`src/rtl/typedefs.sv`:
```
// Shared types for the retire-to-memory store path.
//   memReqStruct  : one retired store request {valid, addr, wr_data}
//   sbEntryStruct : one buffered store {addr, wr_data}
//   SB_DEPTH      : default store buffer depth
package typedefs;

   localparam int SB_DEPTH  = 8;
   localparam int SB_ADDR_W = 32;
   localparam int SB_DATA_W = 32;

   typedef struct packed {
      logic                 valid;
      logic [SB_ADDR_W-1:0] addr;
      logic [SB_DATA_W-1:0] wr_data;
   } memReqStruct;

   typedef struct packed {
      logic [SB_ADDR_W-1:0] addr;
      logic [SB_DATA_W-1:0] wr_data;
   } sbEntryStruct;

endpackage

```
`src/rtl/store_commit_buffer_fwd_match.sv`:
```
// sb_fwd_match: youngest-first address match over the occupied store
// buffer entries, used for store-to-load forwarding.
// Ports:
//   head_i     : index of the oldest entry
//   count_i    : number of occupied entries
//   entries_i  : entry array
//   ld_valid_i : lookup enable
//   ld_addr_i  : load address (word granular compare)
//   hit_o      : some occupied entry matches
//   idx_o      : slot of the youngest matching entry
module sb_fwd_match
   import typedefs::*;
#(
   parameter int DEPTH  = SB_DEPTH,
   parameter int ADDR_W = SB_ADDR_W,
   parameter int PW     = $clog2(DEPTH),
   parameter int CW     = $clog2(DEPTH) + 1
) (
   input  logic [PW-1:0]     head_i,
   input  logic [CW-1:0]     count_i,
   input  sbEntryStruct      entries_i [DEPTH],
   input  logic              ld_valid_i,
   input  logic [ADDR_W-1:0] ld_addr_i,
   output logic              hit_o,
   output logic [PW-1:0]     idx_o
);

   logic [PW-1:0] slot;

   // Walk oldest to youngest; a later match overrides an earlier one, so the
   // entry closest to tail-1 wins.
   always_comb begin
      hit_o = 1'b0;
      idx_o = head_i;
      slot  = head_i;
      for (int i = 0; i < DEPTH; i++) begin
         slot = head_i + i[PW-1:0];
         if (ld_valid_i && (CW'(i) < count_i) &&
             (entries_i[slot].addr[ADDR_W-1:2] == ld_addr_i[ADDR_W-1:2])) begin
            hit_o = 1'b1;
            idx_o = slot;
         end
      end
   end

endmodule

```
`src/rtl/store_commit_buffer.sv`:
```
// store_commit_buffer: circular buffer between retire and data memory.
// Accepts up to two retired stores per cycle (mem_req1 older), drains one
// per cycle in program order over a valid/ready port and forwards buffered
// store data to loads.
// Ports:
//   clk, reset                   : clock, synchronous active-high reset
//   mem_req1, mem_req2           : retired stores, req1 older than req2
//   stall_retire                 : fewer than two free slots guaranteed
//   dmem_req_valid/addr/wdata    : head entry offered to memory
//   dmem_ready                   : memory takes the head this cycle
//   ld_valid, ld_addr            : forwarding lookup
//   fwd_hit, fwd_data            : youngest matching buffered store
//   sb_empty, sb_count           : occupancy
//   overflow_err                 : sticky, a valid request was dropped
module store_commit_buffer
   import typedefs::*;
#(
   parameter int DEPTH  = SB_DEPTH,
   parameter int ADDR_W = SB_ADDR_W,
   parameter int DATA_W = SB_DATA_W
) (
   input  logic                       clk,
   input  logic                       reset,
   input  memReqStruct                mem_req1,
   input  memReqStruct                mem_req2,
   output logic                       stall_retire,
   output logic                       dmem_req_valid,
   output logic [ADDR_W-1:0]          dmem_addr,
   output logic [DATA_W-1:0]          dmem_wdata,
   input  logic                       dmem_ready,
   input  logic                       ld_valid,
   input  logic [ADDR_W-1:0]          ld_addr,
   output logic                       fwd_hit,
   output logic [DATA_W-1:0]          fwd_data,
   output logic                       sb_empty,
   output logic [$clog2(DEPTH):0]     sb_count,
   output logic                       overflow_err
);

   localparam int PW = $clog2(DEPTH);
   localparam int CW = PW + 1;

   sbEntryStruct  mem_q [DEPTH];
   logic [PW-1:0] head_q, head_d;
   logic [PW-1:0] tail_q, tail_d;
   logic [CW-1:0] count_q, count_d;
   logic          ovf_q, ovf_d;

   logic [1:0]    n_enq;
   logic [CW-1:0] free_slots;
   logic          accept;
   logic          drop;
   logic          pop;
   logic [PW-1:0] slot2;
   logic          fm_hit;
   logic [PW-1:0] fm_idx;

   always_comb begin
      n_enq      = {1'b0, mem_req1.valid} + {1'b0, mem_req2.valid};
      free_slots = CW'(DEPTH) - count_q;
      // Free space is judged on registered count only; a same-cycle pop
      // does not make room. Requests are taken all-or-nothing.
      accept     = (n_enq != 2'd0) && (CW'(n_enq) <= free_slots);
      drop       = (n_enq != 2'd0) && !accept;
      pop        = (count_q != '0) && dmem_ready;
      // req2 lands right after req1, or at tail when req1 is idle.
      slot2      = tail_q + PW'(mem_req1.valid);

      head_d  = head_q + PW'(pop);
      tail_d  = accept ? (tail_q + PW'(n_enq)) : tail_q;
      count_d = count_q + (accept ? CW'(n_enq) : '0) - CW'(pop);
      ovf_d   = ovf_q | drop;
   end

   always_ff @(posedge clk) begin
      if (reset) begin
         head_q  <= '0;
         tail_q  <= '0;
         count_q <= '0;
         ovf_q   <= 1'b0;
      end else begin
         head_q  <= head_d;
         tail_q  <= tail_d;
         count_q <= count_d;
         ovf_q   <= ovf_d;
      end
   end

   // Entry contents need no reset: occupancy is defined by head/count only.
   always_ff @(posedge clk) begin
      if (!reset && accept) begin
         if (mem_req1.valid) begin
            mem_q[tail_q] <= '{addr: mem_req1.addr, wr_data: mem_req1.wr_data};
         end
         if (mem_req2.valid) begin
            mem_q[slot2] <= '{addr: mem_req2.addr, wr_data: mem_req2.wr_data};
         end
      end
   end

   sb_fwd_match #(
      .DEPTH  (DEPTH),
      .ADDR_W (ADDR_W)
   ) u_fwd_match (
      .head_i     (head_q),
      .count_i    (count_q),
      .entries_i  (mem_q),
      .ld_valid_i (ld_valid),
      .ld_addr_i  (ld_addr),
      .hit_o      (fm_hit),
      .idx_o      (fm_idx)
   );

   always_comb begin
      sb_empty       = (count_q == '0);
      sb_count       = count_q;
      stall_retire   = (count_q > CW'(DEPTH - 2));
      overflow_err   = ovf_q;
      dmem_req_valid = !sb_empty;
      // Gate the head so an empty buffer drives zeros rather than stale data.
      dmem_addr      = sb_empty ? '0 : mem_q[head_q].addr;
      dmem_wdata     = sb_empty ? '0 : mem_q[head_q].wr_data;
      fwd_hit        = fm_hit;
      fwd_data       = fm_hit ? mem_q[fm_idx].wr_data : '0;
   end

endmodule
```
`config.mk`:
```
export PLATFORM = sky130hd
export DESIGN_NAME = store_commit_buffer
export DESIGN_NICKNAME = d
export VERILOG_FILES = /design/src/rtl/typedefs.sv /design/src/rtl/store_commit_buffer_fwd_match.sv /design/src/rtl/store_commit_buffer.sv
export SDC_FILE = /design/constraint.sdc
export NUM_CORES = 2
export LEC_CHECK = 0
export CORE_UTILIZATION = 35
export DETAILED_ROUTE_END_ITERATION = 6
export PLACE_DENSITY = 0.52
export RECOVER_POWER = 100
export REMOVE_ABC_BUFFERS = 1
export SLEW_MARGIN = 20
export SYNTH_ARGS = -nofsm -noshare
export SYNTH_HDL_FRONTEND = slang
export SYNTH_SLANG_ARGS = --single-unit
```
`constraint.sdc`:
```
create_clock -name clk -period 45.4 [get_ports clk]
set_clock_uncertainty 0.1 [all_clocks]
set_input_delay 4.54 -clock clk [delete_from_list [all_inputs] [get_ports clk]]
set_output_delay 4.54 -clock clk [all_outputs]
set_load 0.05 [all_outputs]
```
==> flow_summary.toml <==
[status]
status = "finished with violations"
failed_checks = "capacitance limit, slew limit"

[timing]
post-route-period-util_pct = 50.5
worst_pin_slew_ns = 8.93
fmax_mhz = 43.7
finalSetupTns_ns = 0
setup_viol = 0
maxSlewViolCount = 1919
fin_crit_ns = 22.91
rsz0062_at_grt = "no"
hold_viol = 0
slew_headroom_pct = -495
hold_ws_ns = 0.374

[synth]
synthTopCellsByArea = "edfxtp_1 (33%), mux2i_1 (16%), mux4_2 (14%)"
seq_area_frac_synth_pct = 33.5
yosys.area_share.xor_xnor_pct = 4.29
synth-main-ff-cell = "edfxtp_1"
synthMuxAreaShare_pct = 34.0
synth.most_common_cell = "mux2i_1"
synth_top_cell_by_area = "edfxtp_1"
synth_commonest_cells = "mux2i_1 (723), edfxtp_1 (512), nor2_1 (386)"
avgSynthCellArea_sq_um = 10.5
synth_top_area_share_pct = 33.0
synthDistinctLibCells = 100
syn_inst = 4432
synth_compound_area_share_pct = 10.3
synthAdderAreaFrac_pct = 0.623
synth_seq_cells = 523
yosysWarnings = 0
synth-async-reset-ratio_pct = 0
synth_top_family_by_area = "multiplexers"
synth_edf_count = 512
syn-cell-area_sq_um = 46600
synth_simple_gate_area_share_pct = 11.4

[worst_hold_path]
worstHoldPathType = "flop to flop"

[clock_tree]
clockBufferDepth = 3
cts_root_buffer = "clkbuf_16"
cts_inserted_buffers = 69
cts_tree = "built"
clkTransAtPathRegs_ns = 0.06
cts_resized = 0
worst_skew_pair.late_latency_ns = 0.67
htreeDepth = 3
cts.sink_count = 523
holdBufCountCts = 0
cts_setup_buffers = 0

[placed_design]
dp.cells = 6012
hpwl_um = 127000
gp_congestion = 1.06
port-buffer-count = 268

[detailed_routing]
vias_per_cell = 6.21
drt_first_pass_iters = 5
drtIter0Drc = 4185
routedWlPerCell_um = 31.1
antenna_left = 0
drt_wl_total_um = 191000
vias = 38100
drcViolationCount = 0

[cells_and_area]
area_delta_synth_final_pct = 11.1
fillers = 13000
drive_gt1_share_pct = 12.8
final_cells = 6137
final_core_utilization_pct = 39.3
nets = 4516

[power_and_ir_drop]
power_frac_clock_pct = 14.8
internal-power_w = 0.00192
leakagePower_nw = 17.6
powerDensity_nw_per_um2 = 71.1
p_sw_share_pct = 47.9
p_comb_share_pct = 59.3
power.net_switching_w = 0.00176
ir_worst_vdd_mv = 0.0462
seqPwrFrac_pct = 25.9

[global_route]
grt_max_degree = 154
antenna_found_initial = 15
grt_overflow = 0
grt_pass1_wl_um = 272000
grt_pass1_vias = 35100
grt_usage_pct = 27.6

[floorplan]
start_util_pct = 35.4
core_area_sq_um = 132000
die_w_um = 367
die-area_sq_um = 135000
floorplan.io_pins = 271
die_h_um = 367
placementRows = 133

[worst_setup_path]
crit_required_ns = 45.32
path_common_cell = "clkbuf_1"
cp_num_buf_inv = 8
setup.worst_path.start_class = "primary input"
cpPeakStageDelay_ns = 6.09
setup.worst_path.class = "primary input to flop"
crit_chain = "dlygate4sd3_1, inv_1, ha_1, inv_1, ha_1, inv_1, a21oi_1, a211oi_1, nor3_2, clkbuf_1, clkbuf_1, clkbuf_1, clkbuf_1"
cp.arrival_ns = 22.82
worstPathMaxFanout = 153
cpLargestDelayFamily = "buffers and inverters"
crit_slowest_cell = "clkbuf_1"
worstSetupEndpointType = "flop"

[run]
maxCapViolations = 28
routing by layer:
layer | track usage [%] | vias up | routed length, um
met5 | 0 | - | 164
met4 | 8.41 | 28 | 6130
met3 | 5.11 | 286 | 15100
met2 | 42.0 | 1738 | 85700
met1 | 39.6 | 19300 | 84000
li1 | - | 16700 | -
flip-flops by register name, summed over array words and instances (netlist names):
| signal | cells |
|---|---|
| head_q | 3 |
| mem_q | 512 |
| overflow_err | 1 |
| sb_count | 4 |
| tail_q | 3 |
worst paths after layout:
path	slack, ns	depth (start not counted)	startpoint	to
worst max-delay path	22.49	13	mem_req1[64]	mem_q[34]$_DFFE_PP_
worst min-delay path	0.37	2	overflow_err$_SDFF_PP0_	overflow_err$_SDFF_PP0_
worst max register to register	26.60	11	sb_count[0]$_SDFF_PP0_	mem_q[34]$_DFFE_PP_
worst min register to register	0.37	2	overflow_err$_SDFF_PP0_	overflow_err$_SDFF_PP0_
cell usage in the layout (no fill, tap or decap), types with 12 or more instances in the layout:
master / netlist / layout
dlygate4sd3_1: 0 / 91
mux2_2: 55 / 55
clkbuf_16: 0 / 71
o211ai_1: 15 / 15
nand2_1: 354 / 354
buf_4: 17 / 47
mux4_1: 25 / 25
inv_1: 47 / 46
mux4_2: 298 / 298
o22ai_1: 15 / 15
a2111oi_0: 18 / 17
mux2i_1: 723 / 723
o2111ai_1: 36 / 42
nand3_1: 64 / 64
o21ai_0: 276 / 276
edfxtp_1: 512 / 512
clkbuf_1: 277 / 46
nand4b_1: 13 / 13
clkinv_1: 7 / 21
nand2b_1: 18 / 18
a22oi_1: 12 / 12
and3_1: 19 / 19
nor2_1: 386 / 386
xnor2_1: 213 / 210
or3_1: 15 / 15
mux2_1: 44 / 44
a21oi_1: 288 / 288
ha_1: 20 / 19
nand4_1: 139 / 139
a31oi_1: 14 / 14
nor3_1: 45 / 42
clkdlybuf4s50_1: 0 / 177
nor4_1: 34 / 33
through the flow:
stage	worst slack (ns)	power [W]	cell area, sq um
3_3_place_gp	28.53	0.00308	49900
4_1_cts	28.49	0.00364	52000
6_report	22.49	0.00368	51800
2_1_floorplan	3.60	0.00261	44100
5_1_grt	21.06	0.00383	51800
3_5_place_dp	28.52	0.00309	49900
worst reg2reg max path: cells and delay by family (launching register included):
| family | cells | cell delay, ns |
|---|---|---|
| flops | 1 | 0.45 |
| fa+ha+maj | 2 | 0.59 |
| simple gates | 1 | 0.12 |
| compound gates | 2 | 0.25 |
| buf+inv | 6 | 16.29 |
power groups by stage:
stage | sequential [W] | clock (W) | combinational, W
floorplan | 0.00107 | 0 | 0.00154
global placement | 0.000930 | 0 | 0.00215
detailed placement | 0.000934 | 0 | 0.00216
CTS | 0.000927 | 0.000553 | 0.00216
global route | 0.000980 | 0.000571 | 0.00228
finish | 0.000955 | 0.000543 | 0.00218
area by class of cell:
cell class | count | area, sq um | area share [%]
Multi-Input combinational cell | 3331 | 28400 | 54.9
Clock buffer | 90 | 1850 | 3.57
Antenna cell | 1 | 2.50 | 0.00483
Timing Repair Buffer | 346 | 3220 | 6.21
Tap cell | 1755 | 2200 | 4.24
Sequential cell | 523 | 15600 | 30.1
Clock inverter | 34 | 293 | 0.565
Inverter | 57 | 216 | 0.418
logic make-up (layout without fill, tap and decap cells):
kind of cell             after synthesis  count (layout)
AND/OR/NAND/NOR                     1144            1144
flip-flops                           523             523
AO/OA/AOI/OAI                        785             785
XOR/XNOR                             226             226
adder cells (fa/ha/maj)               22              22
other                                  0               1
multiplexers                        1154            1154
buffers and inverters                578             527
No activity file was read; power rests on OpenSTA's default activity.
